$ cat config.mk
export PLATFORM = sky130hd
export DESIGN_NAME = router_pkt_reader_flat
export DESIGN_NICKNAME = d
export VERILOG_FILES = /design/src/rtl/router_pkg.sv /design/src/rtl/router_pkt_reader_if.sv /design/src/rtl/router_skid_buf.sv /design/src/rtl/router_pkt_reader.sv /design/src/flat_wrapper.sv
export SDC_FILE = /design/constraint.sdc
export NUM_CORES = 1
export LEC_CHECK = 0
export CORE_MARGIN = 5
export CORE_UTILIZATION = 40
export CTS_CLUSTER_DIAMETER = 200
export CTS_CLUSTER_SIZE = 12
export DETAILED_ROUTE_END_ITERATION = 6
export DONT_BUFFER_PORTS = 1
export PLACE_DENSITY = 0.58
export SYNTH_ARGS = -nofsm -noshare
export SYNTH_HDL_FRONTEND = slang
export SYNTH_SLANG_ARGS = --single-unit
$ cat constraint.sdc
create_clock -name clock -period 2.52 [get_ports clock]
set_clock_uncertainty 0.15 [all_clocks]
set_input_delay 0.504 -clock clock [delete_from_list [all_inputs] [get_ports clock]]
set_output_delay 0.504 -clock clock [all_outputs]
set_load 0.02 [all_outputs]
$ cat src/rtl/router_pkg.sv
// Shared router definitions: header field layout, packet limits and the reader FSM state type.
package router_pkg;

  localparam int unsigned HDR_LEN_MSB = 7;
  localparam int unsigned HDR_LEN_LSB = 2;
  localparam int unsigned HDR_ADDR_W  = 2;
  localparam int unsigned PKT_MAX_LEN = 63;
  localparam int unsigned LEN_W       = HDR_LEN_MSB - HDR_LEN_LSB + 1;

  typedef enum logic [1:0] {StIdle, StHdrW, StBody, StCheck} rd_state_e;

  typedef struct packed {
    logic       sof;
    logic       eof;
    logic [7:0] data;
  } beat_t;

  function automatic logic [LEN_W-1:0] hdr_len(input logic [7:0] hdr);
    return hdr[HDR_LEN_MSB:HDR_LEN_LSB];
  endfunction

  function automatic logic [HDR_ADDR_W-1:0] hdr_addr(input logic [7:0] hdr);
    return hdr[HDR_ADDR_W-1:0];
  endfunction

endpackage

$ cat src/rtl/router_pkt_reader_if.sv
// FIFO read port plus downstream payload stream of one router output channel.
interface router_pkt_reader_if;

  logic       valid_out;
  logic [7:0] data_out;
  logic       read_enb;
  logic [7:0] pkt_data;
  logic       pkt_valid;
  logic       pkt_sof;
  logic       pkt_eof;
  logic       pkt_ready;

  modport master (
    input  valid_out, data_out, pkt_ready,
    output read_enb, pkt_data, pkt_valid, pkt_sof, pkt_eof
  );

  modport slave (
    output valid_out, data_out, pkt_ready,
    input  read_enb, pkt_data, pkt_valid, pkt_sof, pkt_eof
  );

endinterface

$ cat src/rtl/router_skid_buf.sv
// Two-entry payload buffer between the FIFO read path and the sink; head entry is held
// stable until the sink accepts it.
module router_skid_buf
  import router_pkg::*;
(
  input  logic       clock,
  input  logic       resetn,
  input  logic       flush,
  input  logic       in_valid,
  output logic       in_ready,
  input  beat_t      in_beat,
  output logic       out_valid,
  input  logic       out_ready,
  output beat_t      out_beat,
  output logic [1:0] count
);

  beat_t      mem_q [2];
  logic       wr_ptr_q;
  logic       rd_ptr_q;
  logic [1:0] count_q;
  logic       push;
  logic       pop;

  assign in_ready  = (count_q != 2'd2);
  assign out_valid = (count_q != 2'd0);
  assign out_beat  = mem_q[rd_ptr_q];
  assign count     = count_q;
  assign push      = in_valid && in_ready;
  assign pop       = out_valid && out_ready;

  always_ff @(posedge clock or negedge resetn) begin
    if (!resetn) begin
      mem_q[0] <= '0;
      mem_q[1] <= '0;
      wr_ptr_q <= 1'b0;
      rd_ptr_q <= 1'b0;
      count_q  <= 2'd0;
    end else if (flush) begin
      wr_ptr_q <= 1'b0;
      rd_ptr_q <= 1'b0;
      count_q  <= 2'd0;
    end else begin
      if (push) begin
        mem_q[wr_ptr_q] <= in_beat;
        wr_ptr_q        <= ~wr_ptr_q;
      end
      if (pop) begin
        rd_ptr_q <= ~rd_ptr_q;
      end
      count_q <= count_q + {1'b0, push} - {1'b0, pop};
    end
  end

endmodule

$ cat src/rtl/router_pkt_reader.sv
// Drains packets from one router output FIFO: parses the header, streams payload to the
// sink through a skid buffer and checks the trailing parity byte.
module router_pkt_reader
  import router_pkg::*;
#(
  parameter logic [HDR_ADDR_W-1:0] PORT_ADDR = 2'd0,
  parameter int unsigned           ERRCNT_W  = 8
) (
  input  logic                clock,
  input  logic                resetn,
  input  logic                soft_reset,
  router_pkt_reader_if.master bus,
  output logic                pkt_done,
  output logic [LEN_W-1:0]    pkt_len,
  output logic                parity_err,
  output logic                addr_err,
  output logic                pkt_abort,
  output logic [ERRCNT_W-1:0] err_count
);

  rd_state_e           state_q, state_d;
  logic                rd_pend_q;
  logic                armed_q;
  logic [LEN_W:0]      rem_issue_q, rem_issue_d;
  logic [LEN_W:0]      rem_rx_q, rem_rx_d;
  logic [LEN_W-1:0]    len_q, len_d;
  logic [7:0]          parity_q, parity_d;
  logic                perr_q, perr_d;
  logic                aerr_q, aerr_d;
  logic                abort_q;
  logic [ERRCNT_W-1:0] err_cnt_q;

  logic       credit;
  logic       issue_ok;
  logic       done;
  logic       skid_push;
  logic       skid_in_ready;
  beat_t      skid_in;
  beat_t      skid_out;
  logic       skid_out_valid;
  logic [1:0] skid_count;

  // A returning read may need a slot, so reserve one for every read still in flight.
  assign credit   = ((skid_count + {1'b0, rd_pend_q}) <= 2'd1);
  assign issue_ok = armed_q && !soft_reset && bus.valid_out && credit;

  always_comb begin
    state_d      = state_q;
    rem_issue_d  = rem_issue_q;
    rem_rx_d     = rem_rx_q;
    len_d        = len_q;
    parity_d     = parity_q;
    perr_d       = perr_q;
    aerr_d       = aerr_q;
    bus.read_enb = 1'b0;
    skid_push    = 1'b0;
    skid_in      = '0;
    done         = 1'b0;

    unique case (state_q)
      StIdle: begin
        if (issue_ok) begin
          bus.read_enb = 1'b1;
          state_d      = StHdrW;
        end
      end
      StHdrW: begin
        if (rd_pend_q) begin
          len_d       = hdr_len(bus.data_out);
          rem_issue_d = {1'b0, len_d} + 7'd1;
          rem_rx_d    = {1'b0, len_d} + 7'd1;
          parity_d    = bus.data_out;
          aerr_d      = (hdr_addr(bus.data_out) != PORT_ADDR);
          state_d     = StBody;
        end
      end
      StBody: begin
        if (issue_ok && (rem_issue_q != '0)) begin
          bus.read_enb = 1'b1;
          rem_issue_d  = rem_issue_q - 7'd1;
        end
        if (rd_pend_q) begin
          rem_rx_d = rem_rx_q - 7'd1;
          if (rem_rx_q == 7'd1) begin
            // Parity byte: XOR over everything including it must be zero.
            perr_d  = ((parity_q ^ bus.data_out) != 8'd0);
            state_d = StCheck;
          end else begin
            parity_d     = parity_q ^ bus.data_out;
            skid_push    = 1'b1;
            skid_in.sof  = (rem_rx_q == ({1'b0, len_q} + 7'd1));
            skid_in.eof  = (rem_rx_q == 7'd2);
            skid_in.data = bus.data_out;
          end
        end
      end
      StCheck: begin
        if (skid_count == 2'd0) begin
          done    = 1'b1;
          state_d = StIdle;
        end
      end
      default: state_d = StIdle;
    endcase

    if (soft_reset) begin
      state_d   = StIdle;
      skid_push = 1'b0;
      done      = 1'b0;
    end
  end

  always_ff @(posedge clock or negedge resetn) begin
    if (!resetn) begin
      state_q     <= StIdle;
      rd_pend_q   <= 1'b0;
      armed_q     <= 1'b0;
      rem_issue_q <= '0;
      rem_rx_q    <= '0;
      len_q       <= '0;
      parity_q    <= 8'd0;
      perr_q      <= 1'b0;
      aerr_q      <= 1'b0;
      abort_q     <= 1'b0;
      err_cnt_q   <= '0;
    end else begin
      state_q     <= state_d;
      rd_pend_q   <= bus.read_enb && bus.valid_out;
      armed_q     <= 1'b1;
      rem_issue_q <= rem_issue_d;
      rem_rx_q    <= rem_rx_d;
      len_q       <= len_d;
      parity_q    <= parity_d;
      perr_q      <= perr_d;
      aerr_q      <= aerr_d;
      abort_q     <= soft_reset && (state_q != StIdle);
      if (done && (perr_q || aerr_q) && (err_cnt_q != {ERRCNT_W{1'b1}})) begin
        err_cnt_q <= err_cnt_q + {{(ERRCNT_W-1){1'b0}}, 1'b1};
      end
    end
  end

  router_skid_buf u_skid (
    .clock     (clock),
    .resetn    (resetn),
    .flush     (soft_reset),
    .in_valid  (skid_push),
    .in_ready  (skid_in_ready),
    .in_beat   (skid_in),
    .out_valid (skid_out_valid),
    .out_ready (bus.pkt_ready),
    .out_beat  (skid_out),
    .count     (skid_count)
  );

  // The credit rule must make overflow impossible.
  assert property (@(posedge clock) disable iff (!resetn) skid_push |-> skid_in_ready);

  assign bus.pkt_valid = skid_out_valid;
  assign bus.pkt_data  = skid_out.data;
  assign bus.pkt_sof   = skid_out.sof;
  assign bus.pkt_eof   = skid_out.eof;

  assign pkt_done   = done;
  assign pkt_len    = len_q;
  assign parity_err = done && perr_q;
  assign addr_err   = done && aerr_q;
  assign pkt_abort  = abort_q;
  assign err_count  = err_cnt_q;

endmodule

$ cat src/flat_wrapper.sv
// flat-port wrapper written by rule: the top's interface ports become plain ports
module router_pkt_reader_flat import router_pkg::*;
#(
  parameter logic [HDR_ADDR_W-1:0] PORT_ADDR = 2'd0,
  parameter int unsigned           ERRCNT_W  = 8
)
  (clock, resetn, soft_reset, pkt_done, pkt_len, parity_err, addr_err, pkt_abort, err_count, bus_valid_out, bus_data_out, bus_pkt_ready, bus_read_enb, bus_pkt_data, bus_pkt_valid, bus_pkt_sof, bus_pkt_eof);
  router_pkt_reader_if bus_i ();
  input  logic clock;
  input  logic resetn;
  input  logic soft_reset;
  output logic pkt_done;
  output logic [LEN_W-1:0] pkt_len;
  output logic parity_err;
  output logic addr_err;
  output logic pkt_abort;
  output logic [ERRCNT_W-1:0] err_count;
  input wire logic [$bits(bus_i.valid_out)-1:0] bus_valid_out;
  input wire logic [$bits(bus_i.data_out)-1:0] bus_data_out;
  input wire logic [$bits(bus_i.pkt_ready)-1:0] bus_pkt_ready;
  output wire logic [$bits(bus_i.read_enb)-1:0] bus_read_enb;
  output wire logic [$bits(bus_i.pkt_data)-1:0] bus_pkt_data;
  output wire logic [$bits(bus_i.pkt_valid)-1:0] bus_pkt_valid;
  output wire logic [$bits(bus_i.pkt_sof)-1:0] bus_pkt_sof;
  output wire logic [$bits(bus_i.pkt_eof)-1:0] bus_pkt_eof;
  assign bus_i.valid_out = bus_valid_out;
  assign bus_i.data_out = bus_data_out;
  assign bus_i.pkt_ready = bus_pkt_ready;
  assign bus_read_enb = bus_i.read_enb;
  assign bus_pkt_data = bus_i.pkt_data;
  assign bus_pkt_valid = bus_i.pkt_valid;
  assign bus_pkt_sof = bus_i.pkt_sof;
  assign bus_pkt_eof = bus_i.pkt_eof;
  router_pkt_reader #(.PORT_ADDR(PORT_ADDR), .ERRCNT_W(ERRCNT_W)) u_core (.clock(clock), .resetn(resetn), .soft_reset(soft_reset), .bus(bus_i), .pkt_done(pkt_done), .pkt_len(pkt_len), .parity_err(parity_err), .addr_err(addr_err), .pkt_abort(pkt_abort), .err_count(err_count));
endmodule
==> flow_metrics.tcl, run 1 <==
set metrics [dict create \
    status "finished, violations left" \
    violations "negative setup slack" \
    grt_pass1_wl_um 14600 \
    rsz0062_at_grt "true" \
    final_util_pct 45.1 \
    placementRows 36 \
    start_kind "flop" \
    fmax_mhz 363 \
    dp.final_hpwl_um 6050 \
    num-fill-cells 924 \
    cts_tree "built" \
    crit_path_top_delay_cell "or4b_4" \
    htree_levels 3 \
    cp_slowest_stage_delay_ns 0.46 \
    finalMaxSlewViolations 0 \
    overflow 0 \
    avgSynthCellArea_sq_um 9.91 \
    num_vias 2888 \
    worst_slack_ns -0.233 \
    hold_class "primary input to flop" \
    synthesis.instances 391 \
    final_common_cell "dfrtp_1" \
    critPathBufInv 2 \
    cts-root-buf "clkbuf_8" \
    crit_required_ns 1.87 \
    cts_buffer_depth 2 \
    setup.worst_path.end_class "output pin" \
    setup_violations 1 \
    total_leakage_power_nw 1.95 \
    critPathKind "flop to output pin" \
    synth_edf_count 0 \
    first_pass_iters 4 \
    die_h_um 108 \
    syn_nets 417 \
    cp_cell_sequence "inv_1 -> ha_2 -> or4b_4 -> or3_4 -> a21oi_2 -> nor2b_1 -> buf_4" \
    hold_ws_ns 0.0789 \
    start_util_pct 40.4 \
    synth_seq_cells 67 \
    worstRegToRegCells 6 \
    io-pin-count 43 \
    detail-route-antenna-nets 0 \
    pre_cts_ws_ns 0.0588 \
    io_buffers 0 \
    grt_pass1_vias 2829 \
    avgViaCountPerCell 5.37 \
    crit_fanout 2 \
    hold_violations 0 \
    yosys.cell_types.count 55 \
    track_usage_pct 15.9 \
    r2r_slack_ns 0.19 \
    wl_um 8930 \
    path_clk_slew_ns 0.07 \
    tightest_slew_ns 0.652 \
    core_area_sq_mm 0.00959 \
    gp_congestion 0.783 \
    min_period_ns 2.75 \
    critical-path-top-delay-family "simple AND/OR/NAND/NOR gates" \
    grt_max_degree 68 \
    die_area_sq_mm 0.0118 \
    placed_cells 518 \
    layout_common_cells "dfrtp_1, nand2_1, mux2_2" \
    layout-drive-gt1-share_pct 20.7 \
    cap_violations 0 \
    wire_per_inst_um 16.6 \
    route.detailed.drc 0 \
    nets 426 \
    drt_iter0_drc 165 \
    cts_num_sinks 67 \
    clk_latency_ns 0.35 \
    power_mw 4.55 \
    worst-endpoint-arrival_ns 2.10 \
    seqCellArea_sq_mm 0.00168 \
    ys_warn_count 0 \
    finalCritPeriodShare_pct 109 \
    cts_buffers 9 \
    cp.depth 7 \
    antenna_cells 0 \
    min_path_cells 1 \
    area_growth_pct 11.8 \
    stdcell_count 538 \
    antenna_found_initial 0 \
    syn_area_sq_mm 0.00387 \
    p_per_area_mw_per_mm2 1050 \
    multi_input_area_sq_mm 0.00208 \
    ys_seq_area_share_pct 43.3 \
    synth_ff_type "dfrtp_1" \
    ir_drop_mv 0.391 \
    max_slew_margin_pct 56.5 \
    async_flop_share_pct 100 \
    die_w_um 108 \
]
## cell type report
type | count | area share (%)
flip-flops and latches | 67 | 38.7
inverters | 10 | 0.867
well taps | 133 | 3.84
multi-input cells | 293 | 48.1
repair buffers | 19 | 3.82
clock inverters | 6 | 1.50
clock buffers | 10 | 3.18
## kinds of logic after synthesis
group / count (synthesis) / synth area share [%]
compound gates: 71 / 12.2
other cells: 1 / 0.0968
simple gates: 139 / 18.9
mux: 42 / 12.0
buf+inv: 31 / 3.26
flops: 67 / 43.3
xor+xnor: 27 / 6.10
fa+ha+maj: 13 / 4.20
## worst paths after layout
kind	end	start
setup reg to reg	u_core.u_skid.mem_q[9]	u_core.rem_rx_q[1]
hold / removal	u_core.u_skid.count[1]	soft_reset
setup / recovery	bus_read_enb	u_core.rem_issue_q[1]
min in group asynchronous	u_core.u_skid.mem_q[0]	resetn
max in group asynchronous	u_core.rem_rx_q[0]	resetn
hold reg to reg	u_core.u_skid.mem_q[19]	u_core.u_skid.mem_q[19]
## worst reg2reg max path, stage by stage, from the launching register on
cell and delay [ns]:
dfrtp_1 0.41, inv_1 0.09, ha_1 0.21, nor2b_1 0.15, and2_4 0.17, or3b_1 0.61
o41ai_1 0.43
## per-layer routing
metal,vias to the layer above,routed length (um),GRT usage (%)
li1,1403,-,-
met1,1425,4020,21.0
met2,55,4300,26.1
met3,5,545,3.52
met4,0,65,4.60
met5,-,0,0
## flip-flops by register name, summed over array words and instances (netlist names)
| signal | cells |
|---|---|
| u_core.pkt_abort | 1 |
| u_core.pkt_len | 6 |
| u_core.u_skid.rd_ptr_q | 1 |
| u_core.u_skid.mem_q | 20 |
| u_core.err_count | 8 |
| u_core.armed_q | 1 |
| u_core.parity_q | 8 |
| u_core.u_skid.wr_ptr_q | 1 |
| u_core.rd_pend_q | 1 |
| u_core.rem_issue_q | 7 |
| u_core.u_skid.count | 2 |
| u_core.state_q | 2 |
| u_core.perr_q | 1 |
| u_core.aerr_q | 1 |
| u_core.rem_rx_q | 7 |
## stage by stage
stage               TNS [ns]  instance area (sq um)
finish                -0.233                   4330
floorplan                  0                   3870
CTS                   -0.253                   4330
detailed placement         0                   4060
global route          -0.347                   4330
global placement           0                   4060
## synth_stat cells (all sizes together), types with 2 or more instances
master / count / area (sq um)
a211oi: 3 / 40.0
a21oi: 24 / 120
xor2: 15 / 131
inv: 10 / 37.5
nor4: 5 / 37.5
dfrtp: 67 / 1680
nand3: 16 / 85.1
mux2: 35 / 394
buf: 10 / 47.5
or4b: 2 / 20.0
a211o: 2 / 17.5
xnor2: 12 / 105
nor2b: 6 / 37.5
a221o: 2 / 20.0
o21ai: 12 / 60.1
nor3: 8 / 40.0
nand2b: 7 / 43.8
a21o: 5 / 37.5
or3: 4 / 30.0
or3b: 2 / 17.5
o22ai: 11 / 68.8
clkbuf: 11 / 41.3
nand2: 38 / 145
a31oi: 2 / 12.5
ha: 13 / 163
nor2: 24 / 90.1
o41ai: 2 / 17.5
mux2i: 7 / 70.1
and2: 14 / 90.1
and3: 2 / 12.5
nand4: 6 / 37.5
## where the power goes
| part | leakage (nW) | switching, mW | internal, mW | total (mW) |
|---|---|---|---|---|
| Combinational | 0.981 | 1.01 | 0.844 | 1.85 |
| Clock | 0.102 | 0.442 | 0.484 | 0.926 |
| Sequential | 0.863 | 0.410 | 1.36 | 1.77 |
| Total | 1.95 | 1.86 | 2.69 | 4.55 |
## what timing repair did
item	CTS	global route
resized for setup	3	0
pin swaps	2	0
endpoints found under the setup margin	1	1
hold endpoints to repair	67	0
buffers inserted	2	0
hold buffers	2	0
Note: power is estimated with default switching activity, not from simulation.
==> run 2, diff against run 1 <==
- CORE_UTILIZATION: 40 -> 48
- PLACE_DENSITY: 0.58 -> 0.67
- RECOVER_POWER: unset -> 50
==> flow_metrics.tcl, run 2 (synthesized netlist as in run 1, its figures left out) <==
set metrics [dict create \
    setup.worst_path.end_class "output pin" \
    avgViaCountPerCell 5.70 \
    placed_cells 488 \
    die_w_um 99.8 \
    worstRegToRegCells 6 \
    num-fill-cells 702 \
    pre_cts_ws_ns 0.0801 \
    crit_end "bus_read_enb" \
    hold_class "primary input to flop" \
    first_pass_iters 4 \
    num_vias 2884 \
    wl_um 8340 \
    worst-endpoint-arrival_ns 2.07 \
    grt_pass1_vias 2923 \
    cts_num_sinks 67 \
    critical-path-top-delay-family "simple AND/OR/NAND/NOR gates" \
    antenna_found_initial 0 \
    status "finished, violations left" \
    min_path_cells 1 \
    dp.final_hpwl_um 5940 \
    io-pin-count 43 \
    grt_max_degree 68 \
    nets 426 \
    finalCritPeriodShare_pct 108 \
    critPathBufInv 2 \
    final_common_cell "dfrtp_1" \
    tightest_slew_ns 0.893 \
    htree_levels 3 \
    io_buffers 0 \
    ir_drop_mv 0.416 \
    track_usage_pct 17.4 \
    fmax_mhz 367 \
    crit_start "u_core.rem_issue_q[0]" \
    antenna_cells 0 \
    setup_violations 1 \
    placementRows 32 \
    crit_path_top_delay_cell "or4b_4" \
    hold_ws_ns 0.0738 \
    gp_congestion 0.888 \
    cp.depth 7 \
    postPlaceCellArea_sq_mm 0.00403 \
    drt_iter0_drc 185 \
    stdcell_count 506 \
    detail-route-antenna-nets 0 \
    worst_slack_ns -0.207 \
    total_leakage_power_nw 1.91 \
    critPathKind "flop to output pin" \
    finalMaxSlewViolations 0 \
    cts_buffers 9 \
    clk_latency_ns 0.33 \
    r2r-end "u_core.u_skid.mem_q[9]" \
    wire_per_inst_um 16.5 \
    area_growth_pct 9.08 \
    reg2reg_from "u_core.state_q[0]" \
    crit_required_ns 1.87 \
    min_period_ns 2.73 \
    crit_fanout 2 \
    path_clk_slew_ns 0.07 \
    top_register "u_core.u_skid.mem_q" \
    final_util_pct 54.1 \
    violations "negative setup slack" \
    cp_cell_sequence "inv_1 -> ha_1 -> or4b_4 -> or3_4 -> a21oi_2 -> nor2b_1 -> buf_4" \
    r2r_slack_ns 0.16 \
    start_kind "flop" \
    max_slew_margin_pct 40.4 \
    cap_violations 0 \
    cts_tree "built" \
    start_util_pct 49.6 \
    cp_slowest_stage_delay_ns 0.46 \
    rsz0062_at_grt "true" \
    final_area_sq_mm 0.00423 \
    seqCellArea_sq_mm 0.00168 \
    layout_common_cells "dfrtp_1, nand2_1, mux2_2" \
    largest_register_ffs 20 \
    die_h_um 99.8 \
    p_per_area_mw_per_mm2 1030 \
    layout-drive-gt1-share_pct 19.8 \
    die_area_sq_mm 0.00997 \
    core_area_sq_mm 0.00781 \
    hold_violations 0 \
    overflow 0 \
    cts_buffer_depth 2 \
    multi_input_area_sq_mm 0.00208 \
    cts-root-buf "clkbuf_8" \
    grt_pass1_wl_um 14000 \
    route.detailed.drc 0 \
]
-- run 2: where the power goes --
part / switching (mW) / internal [mW]
Sequential: 0.407 / 1.37
Clock: 0.396 / 0.373
Combinational: 0.999 / 0.822
Total: 1.80 / 2.56
-- run 2: worst min-delay path by stage --
stage / from / endpoint / slack (ns)
after detailed placement: resetn / u_core.err_count[3] / 0.06
after global placement: resetn / u_core.err_count[3] / 0.06
after floorplan: resetn / u_core.aerr_q / 0.06
after CTS: soft_reset / u_core.u_skid.count[1] / 0.06
after global routing: soft_reset / u_core.u_skid.count[1] / 0.05
final: soft_reset / u_core.u_skid.count[1] / 0.07
-- run 2: timing repair --
item | 4_1_cts | 5_1_grt
setup buffers | 0 | 1
pin swaps | 1 | 0
endpoints found under the hold margin | 67 | 0
gates resized for setup | 2 | 0
hold buffers | 2 | 0
setup endpoints to repair | 1 | 1
-- run 2: worst register-to-register path, delay by kind of cell, from the launching register on --
kind / cells / cell delay (ns)
and+or+nand+nor: 3 / 0.95
AOI/OAI and AO/OA: 1 / 0.45
DFF: 1 / 0.41
adders and majority gates: 1 / 0.17
buffers and inverters: 1 / 0.11
-- run 2: routing by layer --
| metal | wire (um) | part of all wire (%) | vias up | track usage, % |
|---|---|---|---|---|
| met4 | 140 | 1.7 | 0 | 5.78 |
| met3 | 516 | 6.2 | 13 | 4.86 |
| li1 | - | - | 1394 | - |
| met1 | 3430 | 41 | 1406 | 20.8 |
| met5 | 0 | 0 | - | 0 |
| met2 | 4250 | 51 | 71 | 30.3 |
-- run 2: area by class of cell --
cell class,count,area share [%]
tap,102,3.02
sequential,67,39.7
inverter,10,0.888
multi-input combinational,293,49.2
timing repair buffer,19,3.26
clock buffer,10,3.26
clock inverter,5,0.711
-- run 2: metrics by stage --
stage,TNS [ns],power (mW)
after floorplan,0,3.13
after global placement,0,3.54
after detailed placement,0,3.59
after CTS,-0.235,4.41
after global routing,-0.306,4.71
final,-0.207,4.36
